[config.mk]
export PLATFORM = sky130hd
export DESIGN_NAME = shared_reg_arbiter
export DESIGN_NICKNAME = d
export VERILOG_FILES = /design/src/rtl/shared_reg_arbiter_pkg.sv /design/src/rtl/shared_reg_arbiter_rr_pick.sv /design/src/rtl/shared_reg_arbiter.sv
export SDC_FILE = /design/constraint.sdc
export NUM_CORES = 1
export LEC_CHECK = 0
export ABC_AREA = 0
export BUFFER_PORTS_ARGS = -buffer_cell sky130_fd_sc_hd__clkbuf_2
export CORE_MARGIN = 8
export CORE_UTILIZATION = 40
export DETAILED_ROUTE_END_ITERATION = 10
export PLACE_DENSITY = 0.85
export SYNTH_ARGS = -nofsm -noshare
export SYNTH_HDL_FRONTEND = slang
export SYNTH_SLANG_ARGS = --single-unit
export TNS_END_PERCENT = 10
[constraint.sdc]
create_clock -name clk -period 1.8 [get_ports clk]
set_input_delay 0.18 -clock clk [delete_from_list [all_inputs] [get_ports clk]]
set_output_delay 0.18 -clock clk [all_outputs]
set_load 0.03 [all_outputs]
[src/rtl/shared_reg_arbiter_pkg.sv]
// Shared definitions for the round-robin shared-register arbiter: default sizes,
// index-width helper and the arbitration state type.
package shared_reg_pkg;

  localparam int DEF_N = 4;
  localparam int DEF_W = 8;

  // Keeps index ports at least one bit wide even for degenerate sizes.
  function automatic int idx_w(input int n);
    return (n > 1) ? $clog2(n) : 1;
  endfunction

  typedef enum logic [0:0] {
    ARB    = 1'b0,
    LOCKED = 1'b1
  } arb_state_t;

endpackage

[src/rtl/shared_reg_arbiter_rr_pick.sv]
// Combinational round-robin picker: first requester strictly after last_ptr,
// wrapping modulo N, found with a double-width masked priority encode.
module rr_pick
  import shared_reg_pkg::*;
#(
  parameter int N = DEF_N,
  localparam int IDX_W = idx_w(N)
) (
  input  logic [N-1:0]     req,
  input  logic [IDX_W-1:0] last_ptr,
  output logic [N-1:0]     gnt,
  output logic [IDX_W-1:0] idx,
  output logic             any
);

  logic [N-1:0]   hi_mask;
  logic [2*N-1:0] dbl;
  logic           found;
  int             pos;

  genvar gi;
  generate
    for (gi = 0; gi < N; gi++) begin : g_mask
      assign hi_mask[gi] = (int'(last_ptr) < gi);
    end
  endgenerate

  // Lower half holds only requesters above last_ptr, upper half the full set,
  // so the first set bit is the rotated winner.
  assign dbl = {req, req & hi_mask};
  assign any = |req;

  always_comb begin
    found = 1'b0;
    pos   = 0;
    for (int k = 0; k < 2 * N; k++) begin
      if (!found && dbl[k]) begin
        found = 1'b1;
        pos   = k;
      end
    end
    if (pos >= N) pos = pos - N;
    gnt = found ? (N'(1) << pos) : '0;
    idx = IDX_W'(pos);
  end

endmodule

[src/rtl/shared_reg_arbiter.sv]
// N-requester round-robin arbiter owning one shared W-bit register.
// Define SHARED_REG_LOCK_EN to add the lock port and the LOCKED grant-holding state.
module shared_reg_arbiter
  import shared_reg_pkg::*;
#(
  parameter int N = DEF_N,
  parameter int W = DEF_W,
  localparam int IDX_W = idx_w(N)
) (
  input  logic             clk,
  input  logic             rst_n,
  input  logic [N-1:0]     req,
  input  logic [N*W-1:0]   wdata,
`ifdef SHARED_REG_LOCK_EN
  input  logic [N-1:0]     lock,
`endif
  output logic [N-1:0]     gnt,
  output logic [W-1:0]     q,
  output logic             q_valid,
  output logic [IDX_W-1:0] owner
);

  logic [W-1:0]     q_reg;
  logic [IDX_W-1:0] owner_reg;
  logic             q_valid_reg;
  logic [IDX_W-1:0] last_ptr_reg;

  logic [N-1:0]     pick_gnt;
  logic [IDX_W-1:0] pick_idx;
  logic             pick_any;

  logic [N-1:0]     grant_vec;
  logic [IDX_W-1:0] grant_idx;
  logic             grant_any;
  logic [W-1:0]     wsel;

  rr_pick #(.N(N)) u_pick (
    .req      (req),
    .last_ptr (last_ptr_reg),
    .gnt      (pick_gnt),
    .idx      (pick_idx),
    .any      (pick_any)
  );

`ifdef SHARED_REG_LOCK_EN
  arb_state_t       state_reg, state_next;
  logic [IDX_W-1:0] lock_id_reg, lock_id_next;
  logic             hold;

  always_comb begin
    grant_vec    = pick_gnt;
    grant_idx    = pick_idx;
    grant_any    = pick_any;
    state_next   = state_reg;
    lock_id_next = lock_id_reg;
    hold         = (state_reg == LOCKED) && req[lock_id_reg];
    if (hold) begin
      grant_vec = N'(1) << lock_id_reg;
      grant_idx = lock_id_reg;
      grant_any = 1'b1;
      if (!lock[lock_id_reg]) state_next = ARB;
    end else begin
      // Holder dropped req (or not locked): arbitrate now, no idle bubble.
      state_next = ARB;
      if (pick_any && lock[pick_idx]) begin
        state_next   = LOCKED;
        lock_id_next = pick_idx;
      end
    end
    if (!rst_n) begin
      grant_vec = '0;
      grant_any = 1'b0;
    end
  end

  always_ff @(posedge clk) begin
    if (!rst_n) begin
      state_reg   <= ARB;
      lock_id_reg <= '0;
    end else begin
      state_reg   <= state_next;
      lock_id_reg <= lock_id_next;
    end
  end
`else
  always_comb begin
    grant_vec = pick_gnt;
    grant_idx = pick_idx;
    grant_any = pick_any;
    if (!rst_n) begin
      grant_vec = '0;
      grant_any = 1'b0;
    end
  end
`endif

  always_comb begin
    wsel = '0;
    for (int i = 0; i < N; i++) begin
      if (grant_vec[i]) wsel = wsel | wdata[i*W +: W];
    end
  end

  always_ff @(posedge clk) begin
    if (!rst_n) begin
      q_reg        <= '0;
      owner_reg    <= '0;
      q_valid_reg  <= 1'b0;
      last_ptr_reg <= IDX_W'(N - 1);
    end else if (grant_any) begin
      q_reg        <= wsel;
      owner_reg    <= grant_idx;
      q_valid_reg  <= 1'b1;
      last_ptr_reg <= grant_idx;
    end
  end

  assign gnt     = grant_vec;
  assign q       = q_reg;
  assign q_valid = q_valid_reg;
  assign owner   = owner_reg;

endmodule

---- Yosys cells after proc, flatten, opt, wreduce, memory -nomap -nowiden ----
Index checks and enable logic that the tools add are counted.
storage, ports and cells
  memory bits (read-only) ................. 0
  bits in latches ......................... 0
  input bits .............................. 38
  output and inout port bits .............. 15
  logic and storage cells ................. 52
  RAM bits ................................ 0
  bits in registers ....................... 13
  memories kept ........................... 0
operators by class
  $add $sub $neg .......................... 1
  equal/unequal tests ..................... 0
  shift-type cells ........................ 1
  muxes and demuxes ....................... 23
  reduce and logical (&&, ||, !) cells .... 15
  $mul .................................... 0
  divide/modulo/power cells ............... 0
  magnitude comparators ................... 4
  bitwise gates (word level) .............. 4
operator list
  cell                  number
  $mux 32               1
  $mux 8                4
  $shl 1x32->4 const A  1
  $or 8x8->8            3
  $mux 3                4
  $mux 1                10
  $mux 4                2
  $logic_and 1x1->1     7
  $logic_not 1->1       7
  $and 4x4->4           1
  $lt 2x2->1 const B    2
  $mux 2                2
  $reduce_or 4->1       1
  $sub 3x3->4 const B   1
  $ge 3x3->1 const B    1
  $lt 2x1->1 const B    1

---- Depth between registers and ports, before layout ----
  depth in word-level cells ............... 36
  depth in mapped cells ................... 7
  gate-level depth less buffers ........... 5

---- Modules after synthesis ----
Synthesis repeated with hierarchy kept, for this count alone.
unflattened totals
  cells, all modules ...................... 99
  area total of the unflattened synthesis .. 825.8 um2
by module, submodules not included
  module              instances  area an instance (um2)  cells an instance  seq. area each (um2)
  shared_reg_arbiter  1          608.1                   67                 260.2
  rr_pick             1          217.7                   32                 0.0

---- Least setup slack after synthesis ----
OpenSTA, ideal clock, no wires.
  path type ............................... reg2out
  start ................................... register last_ptr_reg[1]
  end ..................................... output gnt[0]
  path buffers ............................ 1
  data required time ...................... 1.620 ns
  stages on the path, launching flop included .. 6
  data arrival time ....................... 1.482 ns
  slack ................................... 0.138 ns
  cells stage by stage .................... dfxtp_1 > or3b_1 > o221a_2 > buf_6 > nor2b_4 > and3_1
between the ends
  longest elaborated chain between the ends .. 27
  elaborated cells on any way between the ends .. 37
  classes of those cells .................. 1 x add/sub; 4 x order compare; 1 x shift; 17 x mux; 1 x bitwise; 13 x reduce/logical
RTL lines
  element                                           RTL line                          RTL
  from (decl)                                       shared_reg_arbiter.sv:26          logic [IDX_W-1:0] last_ptr_reg;
  from (signal assigned)                            shared_reg_arbiter.sv:109         last_ptr_reg <= IDX_W'(N - 1);
  from (signal assigned)                            shared_reg_arbiter.sv:114         last_ptr_reg <= grant_idx;
  $lt 2x1->1                                        shared_reg_arbiter_rr_pick.sv:24  assign hi_mask[gi] = (int'(last_ptr) < gi);
  $and 4x4->4 (*)                                   shared_reg_arbiter_rr_pick.sv:30  assign dbl = {req, req & hi_mask};
  $logic_and 1x1->1                                 shared_reg_arbiter_rr_pick.sv:37  if (!found && dbl[k]) begin
  $mux 1                                            shared_reg_arbiter_rr_pick.sv:37
  $logic_not 1->1                                   shared_reg_arbiter_rr_pick.sv:37
  $logic_and 1x1->1                                 shared_reg_arbiter_rr_pick.sv:37
  $mux 1                                            shared_reg_arbiter_rr_pick.sv:37
  $logic_not 1->1                                   shared_reg_arbiter_rr_pick.sv:37
  (+11 left out)                                    n/a
  $logic_not 1->1                                   shared_reg_arbiter_rr_pick.sv:37
  $logic_and 1x1->1                                 shared_reg_arbiter_rr_pick.sv:37
  $mux 3                                            shared_reg_arbiter_rr_pick.sv:37
  $sub 3x3->4 / $ge 3x3->1 (equally long branches)  shared_reg_arbiter_rr_pick.sv:42  if (pos >= N) pos = pos - N;
  $mux 32                                           shared_reg_arbiter_rr_pick.sv:42
  $shl 1x32->4                                      shared_reg_arbiter_rr_pick.sv:43  gnt = found ? (N'(1) << pos) : '0;
  $mux 4 (*)                                        shared_reg_arbiter_rr_pick.sv:43
  $mux 4 (*)                                        shared_reg_arbiter.sv:90          if (!rst_n) begin
  to (decl)                                         shared_reg_arbiter.sv:17          output logic [N-1:0] gnt,
Every way passes the cells marked *; elsewhere a longest branch is shown, timed or not.

---- Worst setup path after layout ----
  start ................................... register last_ptr_reg[0]
  end ..................................... output gnt[0]
Same word-level chain as after synthesis.

==> reports/metrics.csv <==
stage;metric;value;unit
clock_network;cts.clk_slew.worst_paths;0.09;ns
global_routing;overflow;0;
pwr;switching_share;35.8;%
timing;setup_ws;0.0151;ns
global_routing;grt_antenna_before_repair;0;
setup_path;crit_chain;or3b_1, o221a_4, nor2b_4, and3_4, buf_8;
pwr;clkPwrFrac;20.2;%
timing;clock.fmax;560;MHz
placement;post-place-cells;178;
logic_synthesis;synthArstFlopShare;0;%
logic_synthesis;syn-num-nets;139;
placement;gp_congestion;0.919;
timing;worst_pin_slew;0.368;ns
cells_and_area;nets;198;
logic_synthesis;synth-edff-count;0;
setup_path;crit_buf_inv;1;
clock_network;cts_tree;built;
logic_synthesis;synth_ff_type;dfxtp_1;
timing;rsz0062_at_grt;yes;
setup_path;reg2regPathDepth;7;
global_routing;grt_pass1_wl;4260;um
setup_path;cp_slowest_cell;or3b_1;
setup_path;cp.required;1.62;ns
global_routing;met1_usage;16.7;%
timing;skew;0.0122;ns
setup_path;path_delay_family;simple AND/OR/NAND/NOR gates;
placement;io_buffers;52;
detailed_routing;drc;0;
global_routing;grt_usage;14.3;%
pwr;combPwrFrac;42.5;%
setup_path;timing.rr.start;last_ptr_reg[0];
cells_and_area;design_area;1240;um2
floorplanning;coreArea;1960;um2
logic_synthesis;synthTopCellsByCount;dfxtp_1, o21ai_0, a21oi_1, nand2_1, mux2_4;
clock_network;clock_sinks;13;
cells_and_area;nFillCells;194;
setup_path;worstSetupPathDepth;5;
timing;period_share;99.2;%
setup_path;cp-end-kind;output port;
detailed_routing;vias;996;
cells_and_area;multi_input_area;541;um2
logic_synthesis;yosys-top-cells-area;dfxtp_1, mux2_4, o21ai_0;
hold_path;min_path_cells;3;
global_routing;grt_pass1_vias;996;
global_routing;grt_max_degree;16;
setup_path;endpoint;gnt[0];
placement;place_ws;0.0706;ns
floorplanning;die_w;61.6;um
cells_and_area;largest_register_ffs;8;
logic_synthesis;yosys_register_bits;13;
cells_and_area;layout-drive-gt1-share;50.9;%
floorplanning;fp.dieH;61.6;um
timing;tns;0;ns
clock_network;cts-htree-levels;1;
clock_network;cts_root_buf;clkbuf_4;
detailed_routing;wl_per_cell;15.2;um
setup_path;reg2reg_slack;0.05;ns
pwr;sequentialPowerShare;37.3;%
setup_path;r2r-end;q[1];
detailed_routing;via_per_inst;5.35;
pwr;powerDensity;740;nW/um2
floorplanning;ios;53;
cells_and_area;syn_to_final_growth;48.5;%
pwr;finalPower;0.916;mW
placement;dp_hpwl;2230;um
floorplanning;die_area;3800;um2
global_routing;use_met3;1.88;%
setup_path;slowest_delay;0.38;ns
hold_path;hold_class;input port to flip-flop;
detailed_routing;dr.pass1.iters;4;
logic_synthesis;synth_area_leader_cell;dfxtp_1;
setup_path;crit_path_max_fanout;6;
detailed_routing;antenna_left;0;
cells_and_area;register_area;268;um2
cells_and_area;diodes;0;
pwr;p_int;0.588;mW
logic_synthesis;postSynthAreaPerCell;8.25;um2
detailed_routing;drtIter0Drc;17;
setup_path;critPathKind;flip-flop to output port;
clock_network;clk_latency;0.27;ns
logic_synthesis;synthDistinctLibCells;27;
timing;setup_viol;0;
timing;maxSlewViolCount;0;
global_routing;use_met2;26.0;%
outcome;status;finished clean;
logic_synthesis;ys_warn_count;0;
timing;max-slew-margin-rel;75.4;%
setup_path;crit_arrival;1.60;ns
cells_and_area;final_cells;186;
logic_synthesis;netlist_area;833;um2
pwr;irDropWorstVdd;0.412;mV
logic_synthesis;synth_top_area_share;31.2;%
logic_synthesis;yosysSeqAreaShare;31.2;%
run;drv_cap;0;
timing;min_period;1.78;ns
clock_network;cts_buffer_depth;2;
placement;dpl_cell_area;1130;um2
clock_network;numCtsBuffers;3;
setup_path;cp-startpoint;last_ptr_reg[0];
floorplanning;initial_core_util;42.5;%
detailed_routing;wl;2820;um
pwr;cellLeakagePower;0.619;nW
global_routing;grt.busiest_layer;met2;
floorplanning;num_rows;16;
setup_path;worst_setup_path_start_kind;flip-flop;
pwr;p_switching;0.327;mW
timing;finalHoldViolations;0;
logic_synthesis;syn_inst;101;
[worst min-delay path, cell delays in order]
cell and delay [ns]:
clkbuf_2 0.08, nand3_1 0.06, a31oi_1 0.08
[cells in the final DEF, fill, tap and decap left out, drive strengths merged, types with 2 or more instances in the layout]
cell / count
and3: 2
a31oi: 4
o21ai: 13
o221a: 2
dfxtp: 13
nand2: 10
clkbuf: 54
nand3: 4
mux2: 8
inv: 3
and2: 2
a221oi: 4
a21oi: 11
o211a: 2
buf: 12
nor2b: 4
nor2: 5
[logic make-up (layout without fill, tap and decap cells)]
| family | Yosys count | count (layout) | synth area share [%] |
|---|---|---|---|
| AO/OA/AOI/OAI | 40 | 40 | 30.3 |
| AND/OR/NAND/NOR | 29 | 29 | 17.9 |
| flip-flops | 13 | 13 | 31.2 |
| buffers and inverters | 11 | 69 | 6.61 |
| multiplexers | 8 | 8 | 14.0 |
[power by group through the flow]
stage          registers, mW  clock network [mW]  logic, mW
2_1_floorplan          0.397                   0      0.181
3_3_place_gp           0.346                   0      0.341
3_5_place_dp           0.348                   0      0.349
4_1_cts                0.342               0.188      0.370
5_1_grt                0.346               0.206      0.417
6_report               0.342               0.185      0.389
[worst min-delay path by stage]
stage          startpoint    to  slack [ns]
2_1_floorplan       rst_n  q[0]        0.32
3_3_place_gp     wdata[4]  q[4]        0.44
3_5_place_dp     wdata[4]  q[4]        0.45
4_1_cts          wdata[4]  q[4]        0.15
5_1_grt          wdata[3]  q[3]        0.17
6_report         wdata[0]  q[0]        0.16
[metal layers]
layer / share of wire, % / up-vias
met4: 0.92 / 0
met2: 51 / 39
li1: - / 492
met5: 0 / -
met1: 40 / 463
met3: 7.8 / 2
[what timing repair did]
| action | 4_1_cts | 5_1_grt |
|---|---|---|
| endpoints found under the setup margin | 3 | 3 |
| cloned | 0 | 0 |
| hold buffers | 0 | 0 |
| pin swaps | 1 | 3 |
| gates resized for setup | 6 | 10 |
| buffers inserted | 2 | 2 |
[through the flow]
stage                     hold WS [ns]  utilization (%)
after floorplan                  0.318                -
after detailed placement         0.448             57.8
after global placement           0.445             57.8
after CTS                        0.151             61.4
final                            0.162             63.1
after global routing             0.173             63.1
[layout make-up]
type | instances | share of cell area, %
Clock buffer | 4 | 2.12
Inverter | 3 | 0.910
Multi-Input combinational cell | 77 | 43.7
Sequential cell | 13 | 21.6
Tap cell | 27 | 2.73
Timing Repair Buffer | 62 | 28.9
(Power assumes the default switching activity.)
